`src/rtl/jtsdram_pkg.sv`:
```
// Shared constants and state type for the SDRAM read-back checker.
// No logic; no latency; no flow control.
// Consumers import the whole package.
package jtsdram_pkg;

  // Galois right-shift taps for x^16 + x^14 + x^13 + x^11 + 1
  localparam logic [15:0] LFSR_POLY     = 16'hB400;
  // All-zero is the lock-up state, so a zero seed is replaced by this
  localparam logic [15:0] LFSR_ZERO_SUB = 16'h0001;

  typedef enum logic [1:0] {
    IDLE = 2'd0,
    RUN  = 2'd1,
    FIN  = 2'd2
  } state_t;

endpackage

```
`src/rtl/jtsdram_lfsr.sv`:
```
// Seeded 16-bit Galois LFSR producing the expected read-back pattern.
// q changes one cycle after load or step; load wins over step.
// No backpressure: the owner advances it only when a word is consumed.
module jtsdram_lfsr
  import jtsdram_pkg::*;
#(
  parameter int DW = 16
) (
  input  logic          clk,
  input  logic          rst_n,
  input  logic          load,
  input  logic [DW-1:0] seed,
  input  logic          step,
  output logic [DW-1:0] q
);

  logic [DW-1:0] seed_fix;
  logic [DW-1:0] q_next;

  assign seed_fix = (seed == '0) ? DW'(LFSR_ZERO_SUB) : seed;
  assign q_next   = (q >> 1) ^ (q[0] ? DW'(LFSR_POLY) : '0);

  always_ff @(posedge clk or negedge rst_n) begin
    if (!rst_n) begin
      q <= '0;
    end else if (load) begin
      q <= seed_fix;
    end else if (step) begin
      q <= q_next;
    end
  end

endmodule

```
`src/rtl/jtsdram_check.sv`:
```
// SDRAM read-back checker: compares each read word with an LFSR pattern, flags and logs errors.
// Mismatch is visible on bad/err_cnt/capture one cycle after the offending rd_valid.
// No backpressure: every rd_valid word in a pass is consumed the cycle it arrives.
module jtsdram_check
  import jtsdram_pkg::*;
#(
  parameter int DW = 16,
  parameter int AW = 22,
  parameter int CW = 8
) (
  input  logic          clk,
  input  logic          rst_n,
  input  logic          start,
  input  logic [DW-1:0] seed,
  input  logic          rd_valid,
  input  logic [DW-1:0] rd_data,
  input  logic          clr,
  output logic          busy,
  output logic          done,
  output logic          bad,
  output logic [CW-1:0] err_cnt,
  output logic [AW-1:0] err_addr,
  output logic [DW-1:0] err_exp,
  output logic [DW-1:0] err_got,
  output logic [7:0]    passes
);

  state_t        state, state_nxt;
  logic          lfsr_load, lfsr_step;
  logic [DW-1:0] lfsr_q;
  logic [AW-1:0] word_cnt;

  // Registered compare stage
  logic          cmp_vld;
  logic [AW-1:0] cmp_addr;
  logic [DW-1:0] cmp_exp, cmp_got;

  logic [CW-1:0] cnt_base;

  jtsdram_lfsr #(.DW(DW)) u_lfsr (
    .clk   (clk),
    .rst_n (rst_n),
    .load  (lfsr_load),
    .seed  (seed),
    .step  (lfsr_step),
    .q     (lfsr_q)
  );

  always_ff @(posedge clk or negedge rst_n) begin
    if (!rst_n) state <= IDLE;
    else        state <= state_nxt;
  end

  always_comb begin
    state_nxt = state;
    lfsr_load = 1'b0;
    lfsr_step = 1'b0;
    case (state)
      IDLE: begin
        if (start) begin
          lfsr_load = 1'b1;
          state_nxt = RUN;
        end
      end
      RUN: begin
        if (rd_valid) begin
          lfsr_step = 1'b1;
          if (word_cnt == '1) state_nxt = FIN;
        end
      end
      FIN:     state_nxt = IDLE;
      default: state_nxt = IDLE;
    endcase
  end

  assign busy = (state == RUN);
  assign done = (state == FIN);

  always_ff @(posedge clk or negedge rst_n) begin
    if (!rst_n) begin
      word_cnt <= '0;
      passes   <= '0;
    end else begin
      if (lfsr_load)      word_cnt <= '0;
      else if (lfsr_step) word_cnt <= word_cnt + AW'(1);
      if (state == FIN)   passes <= passes + 8'd1;
    end
  end

  always_ff @(posedge clk or negedge rst_n) begin
    if (!rst_n) begin
      cmp_vld  <= 1'b0;
      cmp_addr <= '0;
      cmp_exp  <= '0;
      cmp_got  <= '0;
    end else begin
      cmp_vld <= lfsr_step && (rd_data != lfsr_q);
      if (lfsr_step) begin
        cmp_addr <= word_cnt;
        cmp_exp  <= lfsr_q;
        cmp_got  <= rd_data;
      end
    end
  end

  // A clear coinciding with a new mismatch wipes the old log first, so the new error is kept
  assign cnt_base = clr ? '0 : err_cnt;

  always_ff @(posedge clk or negedge rst_n) begin
    if (!rst_n) begin
      bad      <= 1'b0;
      err_cnt  <= '0;
      err_addr <= '0;
      err_exp  <= '0;
      err_got  <= '0;
    end else if (cmp_vld) begin
      bad <= 1'b1;
      if (cnt_base != '1) err_cnt <= cnt_base + CW'(1);
      else                err_cnt <= cnt_base;
      if (cnt_base == '0) begin
        err_addr <= cmp_addr;
        err_exp  <= cmp_exp;
        err_got  <= cmp_got;
      end
    end else if (clr) begin
      bad      <= 1'b0;
      err_cnt  <= '0;
      err_addr <= '0;
      err_exp  <= '0;
      err_got  <= '0;
    end
  end

endmodule

```
`config.mk`:
```
export PLATFORM = sky130hd
export DESIGN_NAME = jtsdram_check
export DESIGN_NICKNAME = d
export VERILOG_FILES = /design/src/rtl/jtsdram_pkg.sv /design/src/rtl/jtsdram_lfsr.sv /design/src/rtl/jtsdram_check.sv
export SDC_FILE = /design/constraint.sdc
export NUM_CORES = 1
export LEC_CHECK = 0
export ABC_AREA = 1
export CELL_PAD_IN_SITES_DETAIL_PLACEMENT = 0
export CELL_PAD_IN_SITES_GLOBAL_PLACEMENT = 1
export CORE_MARGIN = 8
export CORE_UTILIZATION = 40
export CTS_BUF_LIST = sky130_fd_sc_hd__clkbuf_8
export CTS_CLUSTER_DIAMETER = 30
export CTS_CLUSTER_SIZE = 20
export DETAILED_ROUTE_END_ITERATION = 10
export GPL_ROUTABILITY_DRIVEN = 0
export PLACE_DENSITY = 0.86
export SETUP_SLACK_MARGIN = 0.5
export SYNTH_ARGS = -nofsm -noshare
export SYNTH_HDL_FRONTEND = slang
export SYNTH_HIERARCHICAL = 1
export SYNTH_SLANG_ARGS = --single-unit
```
`constraint.sdc`:
```
create_clock -name clk -period 2.5 [get_ports clk]
set_input_delay 0.25 -clock clk [delete_from_list [all_inputs] [get_ports clk]]
set_output_delay 0.25 -clock clk [all_outputs]
set_load 0.005 [all_outputs]
```
======== Word-level counts from Yosys, hierarchy flattened ========
Cells that the tools add are included.
cells by class
  muxes and demuxes ....................... 27
  reductions and logical operators ........ 8
  bitwise operators ....................... 1
  shift operators ......................... 0
  equality and inequality tests ........... 9
  add/subtract/negate cells ............... 3
  $lt $le $gt $ge ......................... 0
  $mul .................................... 0
  divide/modulo/power cells ............... 0
operator list
  cell                                           number
  2-to-1 mux 16 bit                              9
  2-to-1 mux 22 bit                              5
  2-to-1 mux 8 bit                               3
  adder 22 x 1 -> 22 bit, second input constant  1
  == test 22 bit, second input constant          1
  adder 8 x 1 -> 8 bit, second input constant    2
  zero test 16 bit                               1
  != test 16 bit                                 1
  XOR 15 x 16 -> 16 bit                          1
  zero test 8 bit                                1
  != test 8 bit, second input constant           1
  2-to-1 mux 1 bit                               6
  2-to-1 mux 2 bit                               3
  != test 2 x 1 -> 1 bit, second input constant  2
  != test 2 bit, second input constant           2
  one-hot mux 2 bit (2 select lines)             1
  nonzero test 2 bit                             2
  AND reduction 3 bit                            1
  == test 2 x 1 -> 1 bit, second input constant  1
  == test 2 bit, second input constant           1
  zero test 2 bit                                1
  AND reduction 2 bit                            1
  logical AND 1 bit                              1
word-level totals
  flip-flop bits (word level) ............. 166
  input port bits ......................... 37
  bits in read-only memories .............. 0
  RAM bits ................................ 0
  latch bits .............................. 0
  output and inout port bits .............. 73
  memories ................................ 0

======== Longest topological paths before layout ========
  depth in word-level cells ............... 4
  gate-level depth with buffers ........... 11
  mapped depth without buffers ............ 11

======== Hierarchy ========
Netlist, hierarchy kept.
modules (own cells, without submodules)
  module         area each (um^2)  seq. area each (um^2)  cells each  instances
  jtsdram_check  6636.4            3753.6                 804         1
  jtsdram_lfsr   945.9             400.4                  116         1

======== Worst setup path before layout ========
Ideal clock, no wire load.
  path type ............................... reg2reg
  from .................................... register err_cnt[1]
  to ...................................... register err_addr[10]
  data arrival time ....................... 1526 ps
  path buffers ............................ 1
  setup time .............................. 118 ps
  path slack .............................. 856 ps
  stages on the path, launching flop included .. 11
  cell sequence ........................... dfrtp_1 > inv_1 > nor2_1 > inv_1 > ha_1 > nand3_1 > nor3_4 > nand2_2 > clkbuf_1 > nand3_1 > nand2_1
on the way
  word-level cells in the longest chain between the ends .. 4
ends and longest elaborated chain
  what                              RTL line              text
  start: declaration                jtsdram_check.sv:21   output logic [CW-1:0] err_cnt,
  start signal: assignment          jtsdram_check.sv:118  if (cnt_base != '1) err_cnt <= cnt_base + CW'(1);
  start signal: assignment          jtsdram_check.sv:119  else err_cnt <= cnt_base;
  2-to-1 mux 8 bit                  n/a
  zero test 8 bit                   jtsdram_check.sv:120  if (cnt_base == '0) begin
  != test 2 x 1 -> 1 bit (no line)  n/a
  AND reduction 2 bit (no line)     n/a
  end signal: assignment            jtsdram_check.sv:121  err_addr <= cmp_addr;
  end: declaration                  jtsdram_check.sv:22   output logic [AW-1:0] err_addr,
No other way between the ends.
A chain may end at the register's enable or synchronous reset.

======== Worst setup path in the final report ========
  from .................................... register state[1]
  to ...................................... output busy
on the way
  word-level cells in the longest chain between the ends .. 1
ends and longest elaborated chain
  what                      RTL line             text
  start: declaration        jtsdram_check.sv:28  state_t state, state_nxt;
  start signal: assignment  jtsdram_check.sv:51  else state <= state_nxt;
  == test 2 x 1 -> 1 bit    jtsdram_check.sv:76  assign busy = (state == RUN);
  end: declaration          jtsdram_check.sv:18  output logic busy,
No other way between the ends.

==> results.sh <==
export IMPL_synth_edf_count=0
export IMPL_slew_headroom_pct=64.58
export IMPL_layout_common_cells="295 x nand2_1, 166 x dfrtp_1, 133 x nand3_1"
export IMPL_p_leak_nw=4.569
export IMPL_crit_slowest_cell="clkdlybuf4s50_1"
export IMPL_antenna_found_initial=0
export IMPL_rows=50
export IMPL_cp_data_arrival_time_ps=1610
export IMPL_viasPerCell=4.929
export IMPL_drive_above_1_share_pct=8.173
export IMPL_status="finished clean"
export IMPL_worstPathCellList="inv_1, nand2_1, inv_1, clkdlybuf4s50_1"
export IMPL_critical_path_max_stage_delay_ps=500
export IMPL_final_antenna_net_count=0
export IMPL_io_pins=110
export IMPL_final_cell_count_no_fill=1274
export IMPL_grt_pass1_wl_microns=32350
export IMPL_clock_latency_ps=470
export IMPL_syn2layout_area_growth_pct=23.84
export IMPL_synth_top_family_by_area="simple AND/OR/NAND/NOR gates"
export IMPL_grt_pass1_vias=6263
export IMPL_path_class="flip-flop to output port"
export IMPL_fmax_mhz=537.6
export IMPL_cap_violations=0
export IMPL_fin_util_pct=50.37
export IMPL_grt_usage_pct=16.84
export IMPL_grtUsageMet2_pct=27.14
export IMPL_ys_warn_count=6
export IMPL_finalCriticalPeriod_ps=1860
export IMPL_critPathBufInv=3
export IMPL_fp_dieArea_sq_mm=0.02362
export IMPL_dpl_hpwl_microns=13500
export IMPL_final_common_cell="nand2_1"
export IMPL_synth_cells=920
export IMPL_gr_usage_met3_pct=3.587
export IMPL_critPathTopFamily="buffers and inverters"
export IMPL_cts_root_buf="clkbuf_8"
export IMPL_crit_path_frequent_cell="inv_1"
export IMPL_first_pass_iters=4
export IMPL_rsz0062_at_grt="no"
export IMPL_grt_overflow=0
export IMPL_post_route_period_util_pct=74.40
export IMPL_worst_pin_slew_ps=531.3
export IMPL_grt_use_met1_pct=22.02
export IMPL_final_hold_violation_count=0
export IMPL_clk_pin_slew_ps=80
export IMPL_cts_buffers=17
export IMPL_ys_async_sr_fraction_pct=100.0
export IMPL_routed_wl_microns=19040
export IMPL_syn_num_nets=961
export IMPL_p_total_mw=7.177
export IMPL_cp_depth=4
export IMPL_cts_sinks=166
export IMPL_via_count=6279
export IMPL_die_h_microns=153.7
export IMPL_drtIter0Drc=411
export IMPL_muxShareOfSynthArea_pct=0
export IMPL_end_kind="output port"
export IMPL_cts_tree="yes"
export IMPL_ys_seq_area_share_pct=54.79
export IMPL_placed_cells=1239
export IMPL_syn_area_sq_mm=0.007582
export IMPL_drv_slew=0
export IMPL_critPathLaunchType="flip-flop"
export IMPL_fp_dieW_microns=153.7
export IMPL_synth_seq_cells=166
export IMPL_r2r_end="u_lfsr/q[15]"
export IMPL_crit_fanout=4
export IMPL_power_density_mw_per_mm2=764.3
export IMPL_required_ps=2250
export IMPL_hold_path_class="primary input to async pin"
export IMPL_core_area_sq_mm=0.01864
export IMPL_synth_flop_cell="dfrtp_1"
export IMPL_nets=1068
export IMPL_synth_cell_types=33
export IMPL_drc=0
export IMPL_yosys_area_share_adder_pct=0.6601
export IMPL_port_buffers=109
export IMPL_grt_max_degree=56
export IMPL_clk_path_buf_depth=2
export IMPL_setup_viol=0
export IMPL_r2r_slack_ps=760
export IMPL_r2r_cells=7
export IMPL_synthSimpleGateAreaFrac_pct=30.12
export IMPL_antennaDiodeCount=0
export IMPL_synth_xor_area_share_pct=2.195
export IMPL_synth_compound_area_share_pct=6.271
export IMPL_wl_per_cell_microns=14.95
export IMPL_reg2reg_from="state[1]"
export IMPL_fin_skew_ps=11.78
export IMPL_peakVddDrop_v=0.0003361
export IMPL_synth_area_per_cell_sq_um=8.242
export IMPL_setup_tns_final_ps=0
export IMPL_busiest_layer="met2"
export IMPL_htreeDepth=4
export IMPL_start_util_pct=40.67
-- cells in the mapped netlist (2+ instances only) --
cell type | instances | area, sq um
nand2_1 | 296 | 1111
dfrtp_1 | 166 | 4154
nand3_1 | 134 | 670.6
nor2_1 | 83 | 311.6
inv_1 | 62 | 232.7
o21ai_0 | 46 | 230.2
clkbuf_1 | 32 | 120.1
a21oi_1 | 14 | 70.07
xnor2_1 | 14 | 122.6
a21oi_2 | 9 | 78.83
nor3_1 | 8 | 40.04
nand4_1 | 7 | 43.79
nor2_2 | 7 | 43.79
inv_2 | 5 | 18.77
o21ai_1 | 5 | 25.02
xor2_1 | 5 | 43.79
ha_1 | 4 | 50.05
a31oi_2 | 3 | 37.54
buf_1 | 3 | 11.26
buf_6 | 2 | 22.52
buf_8 | 2 | 30.03
nor3_4 | 2 | 32.53
-- kinds of logic after synthesis --
| logic type | Yosys count |
|---|---|
| compound gates | 81 |
| xor+xnor | 19 |
| fa+ha+maj | 4 |
| buf+inv | 109 |
| flops | 166 |
| simple gates | 541 |
-- registers in the layout, summed over array words and instances, names as in the netlist --
register  count
bad           1
cmp_addr     22
cmp_exp      16
cmp_got      16
cmp_vld       1
err_addr     22
err_cnt       8
err_exp      16
err_got      16
passes        8
state         2
u_lfsr/q     16
word_cnt     22
-- repair_timing --
action / 4_1_cts / 5_1_grt
hold buffers: 1 / 0
endpoints found under the hold margin: 52 / 0
gates resized for setup: 0 / 1
endpoints found under the setup margin: 1 / 4
buffers inserted: 1 / 1
-- per-stage QoR --
stage	hold WS [ps]	instance area (sq um)	worst slack, ps
2_1_floorplan	-45.59	7582	856.3
3_3_place_gp	248.3	8946	381.6
3_5_place_dp	252.2	8946	285.1
4_1_cts	298.6	9380	537.8
5_1_grt	338.0	9390	502.3
6_report	310.9	9390	640.0
-- per-layer routing --
| layer | part of all wire [%] | wire [microns] |
|---|---|---|
| met5 | 0 | 0 |
| met4 | 1.4 | 274 |
| met3 | 4.5 | 865 |
| met2 | 48 | 9083 |
| met1 | 46 | 8817 |
-- layout make-up --
type | count | area [sq um]
fillers | 1797 | 9253
flip-flops and latches | 166 | 4154
multi-input cells | 645 | 2985
repair buffers | 130 | 1290
well taps | 234 | 292.8
clock buffers | 19 | 261.5
inverters | 67 | 251.5
clock inverters | 13 | 155.1
-- report_power, final --
part	internal, mW	total [mW]	leakage (nW)	switching [mW]
sequential	3.17	3.61	2.14	0.436
clock	1.03	2.01	0.207	0.980
combinational	0.764	1.56	2.23	0.793
total	4.97	7.18	4.57	2.21
-- worst max-delay path by stage --
stage / from / slack, ps / to
6_report: state[1] / 640 / busy
5_1_grt: state[1] / 500 / busy
4_1_cts: state[1] / 540 / done
3_5_place_dp: clr / 290 / err_got[10]
3_3_place_gp: clr / 380 / err_got[11]
2_1_floorplan: err_cnt[1] / 860 / err_addr[10]
Note: power is estimated with default switching activity, not from simulation.
